`config.mk`:
```
export PLATFORM = sky130hd
export DESIGN_NAME = hazard_scoreboard_flat
export DESIGN_NICKNAME = d
export VERILOG_FILES = /design/src/rtl/hazard_scoreboard_if.sv /design/src/rtl/hazard_scoreboard.sv /design/src/flat_wrapper.sv
export SDC_FILE = /design/constraint.sdc
export NUM_CORES = 1
export LEC_CHECK = 0
export ABC_CLOCK_PERIOD_IN_PS = 2500
export BUFFER_PORTS_ARGS = -buffer_cell sky130_fd_sc_hd__buf_2
export CAP_MARGIN = 0
export CELL_PAD_IN_SITES_DETAIL_PLACEMENT = 0
export CELL_PAD_IN_SITES_GLOBAL_PLACEMENT = 1
export CORE_MARGIN = 8
export CORE_UTILIZATION = 47
export DETAILED_ROUTE_END_ITERATION = 6
export PLACE_DENSITY_LB_ADDON = 0.1
export SLEW_MARGIN = 20
export SYNTH_ARGS = -nofsm -noshare
export SYNTH_HDL_FRONTEND = slang
export SYNTH_SLANG_ARGS = --single-unit
```
`constraint.sdc`:
```
create_clock -name clk -period 2.5 [get_ports clk]
set_input_delay 0.25 -clock clk [delete_from_list [all_inputs] [get_ports clk]]
set_output_delay 0.25 -clock clk [all_outputs]
set_load 0.005 [all_outputs]
```
`src/rtl/hazard_scoreboard_if.sv`:
```
// ID-stage hazard bus between the decode/pipeline control (master) and hazard_scoreboard (slave).
interface hazard_scoreboard_if #(
  parameter int unsigned NSTAGE = 4
);
  logic              id_valid;
  logic [4:0]        id_rs1;
  logic [4:0]        id_rs2;
  logic              id_rs1_used;
  logic              id_rs2_used;
  logic [4:0]        id_rd;
  logic              id_wr;
  logic [1:0]        id_cls;
  logic [NSTAGE-1:0] flush_req;
  logic              pc_pause;
  logic [NSTAGE-1:0] pipe_pause;
  logic [NSTAGE-1:0] pipe_bubble;
  logic              sb_full;

  modport master (
    output id_valid, id_rs1, id_rs2, id_rs1_used, id_rs2_used,
           id_rd, id_wr, id_cls, flush_req,
    input  pc_pause, pipe_pause, pipe_bubble, sb_full
  );

  modport slave (
    input  id_valid, id_rs1, id_rs2, id_rs1_used, id_rs2_used,
           id_rd, id_wr, id_cls, flush_req,
    output pc_pause, pipe_pause, pipe_bubble, sb_full
  );
endinterface

```
`src/rtl/hazard_scoreboard.sv`:
```
// Scoreboard of in-flight multi-cycle register writes driving ID stall/flush controls.
// Optional WAW ordering check enabled by defining HAZARD_WAW_CHECK_EN.
module hazard_scoreboard #(
  parameter int unsigned NSTAGE   = 4,
  parameter int unsigned DEPTH    = 4,
  parameter int unsigned LOAD_LAT = 1,
  parameter int unsigned MD_LAT   = 8
) (
  input  logic                clk,
  input  logic                rst_n,
  hazard_scoreboard_if.slave  bus
);
  localparam int unsigned CW = $clog2(MD_LAT + 1);
  localparam int unsigned AW = $clog2(NSTAGE);
  localparam int unsigned IW = (DEPTH > 1) ? $clog2(DEPTH) : 1;
  localparam logic [AW-1:0] AGE_MAX = AW'(NSTAGE - 1);

  typedef enum logic [1:0] {
    CLS_ALU    = 2'd0,
    CLS_LOAD   = 2'd1,
    CLS_MULDIV = 2'd2,
    CLS_RSVD   = 2'd3
  } cls_e;

  logic [DEPTH-1:0] r_valid;
  logic [4:0]       r_rd  [DEPTH];
  logic [CW-1:0]    r_cnt [DEPTH];
  logic [AW-1:0]    r_age [DEPTH];

  logic [CW-1:0]     w_lat;
  logic              w_hit1, w_hit2;
  logic              w_raw_stall, w_full_stall, w_stall, w_waw;
  logic              w_sb_full;
  logic              w_flush_any;
  logic [AW-1:0]     w_k;
  logic [NSTAGE-1:0] w_flush_mask;
  logic              w_issue_fire, w_alloc, w_alloc_ok;
  logic [IW-1:0]     w_alloc_idx;

  always_comb begin
    unique case (cls_e'(bus.id_cls))
      CLS_LOAD:   w_lat = CW'(LOAD_LAT);
      CLS_MULDIV: w_lat = CW'(MD_LAT);
      default:    w_lat = '0;
    endcase
  end

  always_comb begin
    w_hit1 = 1'b0;
    w_hit2 = 1'b0;
    for (int unsigned i = 0; i < DEPTH; i++) begin
      if (r_valid[i] && r_cnt[i] != '0) begin
        if (r_rd[i] == bus.id_rs1) w_hit1 = 1'b1;
        if (r_rd[i] == bus.id_rs2) w_hit2 = 1'b1;
      end
    end
  end

`ifdef HAZARD_WAW_CHECK_EN
  logic w_waw_hit;
  // An older op still outstanding longer than the new one would land its result last.
  always_comb begin
    w_waw_hit = 1'b0;
    for (int unsigned i = 0; i < DEPTH; i++) begin
      if (r_valid[i] && r_rd[i] == bus.id_rd && r_cnt[i] > w_lat) w_waw_hit = 1'b1;
    end
  end
  assign w_waw = bus.id_wr && (bus.id_rd != '0) && w_waw_hit;
`else
  assign w_waw = 1'b0;
`endif

  assign w_sb_full    = &r_valid;
  assign w_raw_stall  = bus.id_valid &&
                        ((bus.id_rs1_used && bus.id_rs1 != '0 && w_hit1) ||
                         (bus.id_rs2_used && bus.id_rs2 != '0 && w_hit2));
  assign w_full_stall = bus.id_valid &&
                        ((bus.id_wr && w_lat != '0 && w_sb_full) || w_waw);
  assign w_stall      = w_raw_stall || w_full_stall;

  // Stage s lives at bit NSTAGE-1-s; the last set stage found is the deepest.
  always_comb begin
    w_flush_any  = |bus.flush_req;
    w_k          = '0;
    w_flush_mask = '0;
    for (int unsigned s = 0; s < NSTAGE; s++) begin
      if (bus.flush_req[NSTAGE-1-s]) w_k = AW'(s);
    end
    for (int unsigned s = 0; s < NSTAGE; s++) begin
      if (w_flush_any && AW'(s) <= w_k) w_flush_mask[NSTAGE-1-s] = 1'b1;
    end
  end

  always_comb begin
    bus.pc_pause    = 1'b0;
    bus.pipe_pause  = '0;
    bus.pipe_bubble = '0;
    if (w_flush_any) begin
      bus.pc_pause    = 1'b1;
      bus.pipe_bubble = w_flush_mask;
    end else if (w_stall) begin
      bus.pc_pause               = 1'b1;
      bus.pipe_pause[NSTAGE-1]   = 1'b1;
      bus.pipe_bubble[NSTAGE-2]  = 1'b1;
    end
  end

  assign bus.sb_full = w_sb_full;

  // A slot whose count has run out is freed at this edge and may be reused at once.
  always_comb begin
    w_alloc_ok  = 1'b0;
    w_alloc_idx = '0;
    for (int unsigned i = 0; i < DEPTH; i++) begin
      if (!w_alloc_ok && (!r_valid[i] || r_cnt[i] == '0)) begin
        w_alloc_ok  = 1'b1;
        w_alloc_idx = IW'(i);
      end
    end
  end

  assign w_issue_fire = bus.id_valid && !w_stall && !w_flush_any;
  assign w_alloc      = w_issue_fire && bus.id_wr && (bus.id_rd != '0) &&
                        (w_lat != '0) && w_alloc_ok;

  always_ff @(posedge clk or negedge rst_n) begin
    if (!rst_n) begin
      r_valid <= '0;
      for (int unsigned i = 0; i < DEPTH; i++) begin
        r_rd[i]  <= '0;
        r_cnt[i] <= '0;
        r_age[i] <= '0;
      end
    end else begin
      for (int unsigned i = 0; i < DEPTH; i++) begin
        if (w_alloc && w_alloc_idx == IW'(i)) begin
          r_valid[i] <= 1'b1;
          r_rd[i]    <= bus.id_rd;
          r_cnt[i]   <= w_lat;
          r_age[i]   <= '0;
        end else if (r_valid[i]) begin
          // age+1 <= k means the producer sits in a flushed stage.
          if (r_cnt[i] == '0 || (w_flush_any && r_age[i] < w_k)) begin
            r_valid[i] <= 1'b0;
          end else begin
            r_cnt[i] <= r_cnt[i] - CW'(1);
            r_age[i] <= (r_age[i] == AGE_MAX) ? r_age[i] : r_age[i] + AW'(1);
          end
        end
      end
    end
  end
endmodule

```
`src/flat_wrapper.sv`:
```
// flat-port wrapper written by rule: the top's interface ports become plain ports
module hazard_scoreboard_flat 
#(
  parameter int unsigned NSTAGE   = 4,
  parameter int unsigned DEPTH    = 4,
  parameter int unsigned LOAD_LAT = 1,
  parameter int unsigned MD_LAT   = 8
)
  (clk, rst_n, bus_id_valid, bus_id_rs1, bus_id_rs2, bus_id_rs1_used, bus_id_rs2_used, bus_id_rd, bus_id_wr, bus_id_cls, bus_flush_req, bus_pc_pause, bus_pipe_pause, bus_pipe_bubble, bus_sb_full);
  hazard_scoreboard_if #(.NSTAGE(NSTAGE)) bus_i ();
  input  logic clk;
  input  logic rst_n;
  input wire logic [$bits(bus_i.id_valid)-1:0] bus_id_valid;
  input wire logic [$bits(bus_i.id_rs1)-1:0] bus_id_rs1;
  input wire logic [$bits(bus_i.id_rs2)-1:0] bus_id_rs2;
  input wire logic [$bits(bus_i.id_rs1_used)-1:0] bus_id_rs1_used;
  input wire logic [$bits(bus_i.id_rs2_used)-1:0] bus_id_rs2_used;
  input wire logic [$bits(bus_i.id_rd)-1:0] bus_id_rd;
  input wire logic [$bits(bus_i.id_wr)-1:0] bus_id_wr;
  input wire logic [$bits(bus_i.id_cls)-1:0] bus_id_cls;
  input wire logic [$bits(bus_i.flush_req)-1:0] bus_flush_req;
  output wire logic [$bits(bus_i.pc_pause)-1:0] bus_pc_pause;
  output wire logic [$bits(bus_i.pipe_pause)-1:0] bus_pipe_pause;
  output wire logic [$bits(bus_i.pipe_bubble)-1:0] bus_pipe_bubble;
  output wire logic [$bits(bus_i.sb_full)-1:0] bus_sb_full;
  assign bus_i.id_valid = bus_id_valid;
  assign bus_i.id_rs1 = bus_id_rs1;
  assign bus_i.id_rs2 = bus_id_rs2;
  assign bus_i.id_rs1_used = bus_id_rs1_used;
  assign bus_i.id_rs2_used = bus_id_rs2_used;
  assign bus_i.id_rd = bus_id_rd;
  assign bus_i.id_wr = bus_id_wr;
  assign bus_i.id_cls = bus_id_cls;
  assign bus_i.flush_req = bus_flush_req;
  assign bus_pc_pause = bus_i.pc_pause;
  assign bus_pipe_pause = bus_i.pipe_pause;
  assign bus_pipe_bubble = bus_i.pipe_bubble;
  assign bus_sb_full = bus_i.sb_full;
  hazard_scoreboard #(.NSTAGE(NSTAGE), .DEPTH(DEPTH), .LOAD_LAT(LOAD_LAT), .MD_LAT(MD_LAT)) u_core (.clk(clk), .rst_n(rst_n), .bus(bus_i));
endmodule
```
# [After elaboration in Yosys (flattened, before gate mapping)]
# Index checks and enable logic that the tools add are counted.
[op_classes] addsub=8 n_lt_le_gt_ge=8 n_eq_ne=25 muxes=77 n_reduce_logical=79
[op_table] operator="two-way mux 4 bit" count=12
[op_table] operator="two-way mux 1 bit" count=43
[op_table] operator="two-way mux 2 bit" count=21
[op_table] operator="== test 5 bit" count=8
[op_table] operator="logical AND 1 bit" count=33
[op_table] operator="nonzero test 4 bit" count=5
[op_table] operator="zero test 4 bit" count=4
[op_table] operator="!= test 2 x 1 -> 1 bit (second input constant)" count=8
[op_table] operator="subtractor 4 x 1 -> 4 bit (second input constant)" count=4
[op_table] operator="nonzero test 5 bit" count=3
[op_table] operator="== test 2 bit (second input constant)" count=7
[op_table] operator="AND reduction 3 bit" count=4
[op_table] operator="logical OR 1 bit" count=10
[op_table] operator="zero test 1 bit" count=9
[op_table] operator="adder 2 x 1 -> 2 bit (second input constant)" count=4
[op_table] operator="less-than comparator 2 bit" count=4
[op_table] operator="one-hot mux 4 bit (2 select lines)" count=1
[op_table] operator="AND reduction 2 bit" count=4
[op_table] operator="nonzero test 2 bit" count=4
[op_table] operator="== test 2 x 1 -> 1 bit (second input constant)" count=2
[op_table] operator="less-or-equal comparator 1 x 2 -> 1 bit (first input constant)" count=2
[op_table] operator="less-or-equal comparator 2 bit (first input constant)" count=2
[op_table] operator="AND reduction 4 bit" count=1
[op_table] operator="OR reduction 4 bit" count=1
[op_table] operator="zero test 2 bit" count=1
[word_totals] regBits=48 in_bits=27 out_inout_bits=10 elab_cells=210

# [Depth between registers and ports, before layout]
[logic_depth] ltp_word=23 depth_mapped=10 depth_no_buf=9

# [Worst setup path after synthesis]
# Ideal clock, no wire load.
[synth_timing] path_kind="register to register" start="reg u_core.r_cnt[4] (netlist bit)" end="reg u_core.r_cnt[15] (netlist bit)" setup_ns=0.125 arrival_ns=2.161 required_ns=2.375 setup_slack_ns=0.214 stages_incl_launch_ff=11 path_buffers=1 period_less_slack_ns=2.286 cell_sequence="dfrtp_1 -> inv_1 -> ha_1 -> inv_1 -> o31ai_4 -> nor4_1 -> a31oi_1 -> a21oi_4 -> nor4_4 -> buf_6 -> mux2_4"
[synth_via] elab_chain_len=19 word_cells_on_any_way=35 cone_classes="1 x eq/ne; 11 x mux; 23 x reduce/logical"
[synth_lines] element="from (decl)" line="hazard_scoreboard.sv:27" text="logic [CW-1:0] r_cnt [DEPTH];"
[synth_lines] element="from (signal, indexed assignment)" line="hazard_scoreboard.sv:139" text="r_cnt[i] <= w_lat;"
[synth_lines] element="from (signal, indexed assignment)" line="hazard_scoreboard.sv:146" text="r_cnt[i] <= r_cnt[i] - CW'(1);"
[synth_lines] element="nonzero test 4 bit" line="hazard_scoreboard.sv:52" text="if (r_valid[i] && r_cnt[i] != '0) begin"
[synth_lines] element="logical AND 1 bit" line="hazard_scoreboard.sv:52"
[synth_lines] element="two-way mux 1 bit" line="hazard_scoreboard.sv:52"
[synth_lines] element="two-way mux 1 bit (on tied branches)" line="hazard_scoreboard.sv:53, hazard_scoreboard.sv:54"
[synth_lines] element="two-way mux 1 bit" line="hazard_scoreboard.sv:52"
[synth_lines] element="logical AND 1 bit (on tied branches)" line="hazard_scoreboard.sv:75, hazard_scoreboard.sv:76"
[synth_lines] element="logical OR 1 bit" line="hazard_scoreboard.sv:75" text="((bus.id_rs1_used && bus.id_rs1 != '0 && w_hit1) ||"
[synth_lines] element="logical AND 1 bit" line="hazard_scoreboard.sv:74" text="assign w_raw_stall = bus.id_valid &&"
[synth_lines] element="logical OR 1 bit" line="hazard_scoreboard.sv:79" text="assign w_stall = w_raw_stall || w_full_stall;"
[synth_lines] element="zero test 1 bit" line="hazard_scoreboard.sv:122" text="assign w_issue_fire = bus.id_valid && !w_stall && !w_flush_any;"
[synth_lines] element="logical AND 1 bit (2 in a row)" line="hazard_scoreboard.sv:122"
[synth_lines] element="logical AND 1 bit (3 in a row)" line="hazard_scoreboard.sv:123" text="assign w_alloc = w_issue_fire && bus.id_wr && (bus.id_rd != '0) &&"
[synth_lines] element="logical AND 1 bit" line="hazard_scoreboard.sv:124" text="(w_lat != '0) && w_alloc_ok;"
[synth_lines] element="logical AND 1 bit (*)" line="hazard_scoreboard.sv:136" text="if (w_alloc && w_alloc_idx == IW'(i)) begin"
[synth_lines] element="!= test 2 x 1 -> 1 bit (no line) or nonzero test 2 bit (tied branches)"
[synth_lines] element="AND reduction 2 bit (no line)"
# Every way passes the cells marked *; elsewhere a longest branch is shown, timed or not.
# A chain may end at the register's enable or synchronous reset.

# [Final worst setup path]
[layout_timing] start="reg u_core.r_cnt[5] (netlist bit)" end="reg u_core.r_rd[1] (netlist bit)"
[layout_via] elab_chain_len=17 word_cells_on_any_way=31 cone_classes="1 x eq/ne; 10 x mux; 20 x reduce/logical"
[layout_lines] element="nonzero test 4 bit" line="hazard_scoreboard.sv:52"
[layout_lines] element="logical AND 1 bit" line="hazard_scoreboard.sv:52"
[layout_lines] element="two-way mux 1 bit" line="hazard_scoreboard.sv:52"
[layout_lines] element="two-way mux 1 bit (on tied branches)" line="hazard_scoreboard.sv:53, hazard_scoreboard.sv:54"
[layout_lines] element="two-way mux 1 bit" line="hazard_scoreboard.sv:52"
[layout_lines] element="logical AND 1 bit (on tied branches)" line="hazard_scoreboard.sv:75, hazard_scoreboard.sv:76"
[layout_lines] element="logical OR 1 bit" line="hazard_scoreboard.sv:75"
[layout_lines] element="logical AND 1 bit" line="hazard_scoreboard.sv:74"
[layout_lines] element="logical OR 1 bit" line="hazard_scoreboard.sv:79"
[layout_lines] element="zero test 1 bit" line="hazard_scoreboard.sv:122"
[layout_lines] element="logical AND 1 bit (2 in a row)" line="hazard_scoreboard.sv:122"
[layout_lines] element="logical AND 1 bit (3 in a row)" line="hazard_scoreboard.sv:123"
[layout_lines] element="logical AND 1 bit" line="hazard_scoreboard.sv:124"
[layout_lines] element="logical AND 1 bit (*)" line="hazard_scoreboard.sv:136"
[layout_lines] element="to (signal, indexed assignment)" line="hazard_scoreboard.sv:138" text="r_rd[i] <= bus.id_rd;"
[layout_lines] element="to (decl)" line="hazard_scoreboard.sv:26" text="logic [4:0] r_rd [DEPTH];"
# Marks and branches as above.

==> implementation parameters <==
Parameter                              Value

Outcome
  Result of the run    finished clean

Cells and area
  Footprint of the flip-flops and latches    1200 um2
  Multi-input logic area    1970 um2
  # fillers    587
  P&R area growth vs syn    19.5%
  Antenna cells    0
  Total Nets Final    403
  Proportion of layout cells with a drive suffix above 1    0.357

STA
  Final-report setup violation count    0
  Maximum clock frequency    409 MHz
  Setup repair after global routing missed its margin    yes
  Setup tns final    0 ps
  Final Max Tran Viols    0
  Final critical delay including setup and external delays    2440 ps
  Layout Skew    7.43 ps
  Fraction of the cycle the final worst path needs    0.978
  Final Hold Violating Endpoints    0
  Tightest slew margin relative to the limit    0.421
  Worst-Margin Slew    865 ps

Setup path
  Worst Setup Start Kind    register
  Endpoint kind of the worst setup timing path    register
  Signal arrival time at the worst endpoint    2640 ps
  Worst endpoint required time    2690 ps
  Launching point of the worst reg2reg path    u_core.r_cnt[5]
  R2r worst-path depth    11
  R2r setup slk    60 ps
  Worst R2R End    u_core.r_rd[1]
  Launching element of the worst setup path    u_core.r_cnt[5]
  Largest fanout on the critical path    5
  WS Path Type    reg2reg

Die
  Core area    6760 um2
  Overall die height    99.1 um
  Die X-Extent    99.1 um
  Die area    9820 um2
  I/O pin total    37
  Initial core utilization    0.480
  Number of rows in the core area    30

Synth
  Yosys top cell by area    sky130_fd_sc_hd__dfrtp_1
  Cell types occupying the most area after synthesis    sky130_fd_sc_hd__dfrtp_1, sky130_fd_sc_hd__xor2_1, sky130_fd_sc_hd__mux2_4
  Mapped Cells    306
  Number of synthesized flops with an enable pin    0
  Yosys warning count    0
  Cell Area, Synth    3250 um2
  Number of distinct library cell variants in the gate-level netlist after synthesis    40
  Synth Flop Type    sky130_fd_sc_hd__dfrtp_1
  Share of the synthesized area in the top cell type    0.370
  Register bit total from synthesis    48
  Asr flop ratio synth    1.00
  Sequential cell area fraction in the yosys report    0.370
  Post-Syn Area per Cell    10.6 um2

Drt
  Router iterations before antenna repair    4
  Final WL    7410 um
  DR vias    2284
  Iter 0 DRT Violations    110
  Final ANT Viol Nets    0
  Post-detailed-route wirelength per cell    16.9 um
  # DRC    0
  Number of vias per cell    5.20

CTS
  Sinks on Clock Net    48
  Buffer type at the clock tree root    sky130_fd_sc_hd__clkbuf_8
  CTS tree    built
  Worst skew pair latency    300 ps
  Number of levels the H-tree was split into    2
  Worst-path clk slew    90 ps
  Cts bufs inserted    5
  Clk buf depth    2

GRT
  Pin count of the biggest net entering global routing    26
  Residual overflow from global routing    0
  Vias in the first global route    2382
  GRT Total Usage    0.158
  Initial antenna violation count    0
  First-pass GRT wire length    12300 um

Worst hold path
  Kind of path behind the tightest hold check    in2async

Run
  Total of max-cap violations    0

Place
  Detailed placement HPWL    5590 um
  Port Buf Inserts    33
  Routability congestion estimate    0.871

Pwr
  Pwr dens    438 nW/um2
  Leakage dissipation    1.83 nW
  Final total power    1.70 mW
  Peak supply drop    0.000305 V
-- repair_timing --
action | CTS | global route
pin swaps | 5 | 10
endpoints found under the hold margin | 8 | 0
cloned | 1 | 1
hold buffers | 1 | 0
resized for setup | 4 | 26
buffers inserted | 5 | 9
endpoints found under the setup margin | 3 | 34
-- critical path, stage by stage (launching register included) --
cell,delay [ps]
sky130_fd_sc_hd__dfrtp_1,400
sky130_fd_sc_hd__inv_2,90
sky130_fd_sc_hd__ha_4,130
sky130_fd_sc_hd__inv_2,30
sky130_fd_sc_hd__o31ai_4,270
sky130_fd_sc_hd__buf_4,170
sky130_fd_sc_hd__nor4_4,40
sky130_fd_sc_hd__a31oi_4,180
sky130_fd_sc_hd__a21oi_4,130
sky130_fd_sc_hd__nor4_4,400
sky130_fd_sc_hd__clkbuf_16,220
sky130_fd_sc_hd__mux2_4,290
-- cell type report --
| type | count | share of cell area |
|---|---|---|
| inverter | 16 | 0.0155 |
| tap | 80 | 0.0258 |
| clock inverter | 3 | 0.0110 |
| sequential | 48 | 0.310 |
| clock buffer | 5 | 0.0177 |
| multi-input combinational | 226 | 0.508 |
| timing repair buffer | 61 | 0.113 |
-- cells in the final DEF, fill, tap and decap left out, drive strengths merged, types with 2 or more instances in the layout --
| master | count |
|---|---|
| ha | 18 |
| o21ai | 9 |
| xor2 | 35 |
| nand3 | 6 |
| nand2 | 14 |
| mux2 | 28 |
| a21oi | 13 |
| nor4 | 11 |
| or4 | 3 |
| conb | 3 |
| or2 | 5 |
| xnor2 | 21 |
| clkbuf | 7 |
| o31ai | 2 |
| o211ai | 2 |
| nor3 | 8 |
| dfrtp | 48 |
| nor2 | 33 |
| a31oi | 4 |
| inv | 16 |
| a21o | 3 |
| and2 | 2 |
| buf | 58 |
-- sequential cells by signal, summed over array words and instances, names as in the netlist --
signal	count
u_core.r_rd	20
u_core.r_cnt	16
u_core.r_age	8
u_core.r_valid	4
-- synthesized netlist by cell type (all sizes together), types with 2 or more instances --
| library cell | instances |
|---|---|
| a31oi | 4 |
| o31ai | 2 |
| nand2 | 14 |
| nor3 | 8 |
| a21oi | 13 |
| dfrtp | 48 |
| nand3 | 6 |
| o211ai | 2 |
| a21o | 3 |
| mux2 | 28 |
| or4 | 3 |
| o21ai | 9 |
| inv | 16 |
| xnor2 | 21 |
| nor4 | 11 |
| or2 | 5 |
| buf | 17 |
| nor2 | 33 |
| xor2 | 35 |
| and2 | 2 |
| ha | 18 |
-- metrics by stage --
step                      cells  setup slack (ps)  hold WS (ps)  area [um2]  utilization
after floorplan             308               214         -45.6        3250            -
after global placement      415              18.4          65.8        3500        0.518
after detailed placement    415              43.7          68.7        3500        0.518
after CTS                   430              7.39           262        3710        0.549
after global routing        439             -47.1           270        3880        0.574
final                       439              55.1           271        3880        0.574
-- cell families after synthesis --
kind of cell / synth area share
adder cells (fa/ha/maj): 0.0694
flip-flops: 0.370
AND/OR/NAND/NOR: 0.150
AO/OA/AOI/OAI: 0.0748
XOR/XNOR: 0.151
buffers and inverters: 0.0605
other: 0.00116
multiplexers: 0.123
-- report_power, final --
part / total [mW] / internal (mW) / switching (mW)
Combinational: 0.277 / 0.130 / 0.147
Clock: 0.566 / 0.296 / 0.270
Sequential: 0.855 / 0.816 / 0.0393
Total: 1.70 / 1.24 / 0.456
-- layer usage --
metal | up-vias | routed length, um | share of wire | track usage
li1 | 1121 | - | - | -
met1 | 1100 | 3480 | 0.47 | 0.211
met5 | - | 0 | 0 | 0
met2 | 53 | 3400 | 0.46 | 0.248
met3 | 10 | 420 | 0.057 | 0.0398
met4 | 0 | 108 | 0.015 | 0.0419
-- worst max-delay path by stage --
stage,to,slack [ps],cells past startpoint
final,u_core.r_rd[1],60,11
after global routing,u_core.r_cnt[0],-50,11
after CTS,bus_pipe_bubble[2],7,10
after detailed placement,bus_pipe_bubble[2],40,10
after global placement,u_core.r_cnt[3],20,10
after floorplan,u_core.r_cnt[15],210,10
No activity file was read; power rests on OpenSTA's default activity.
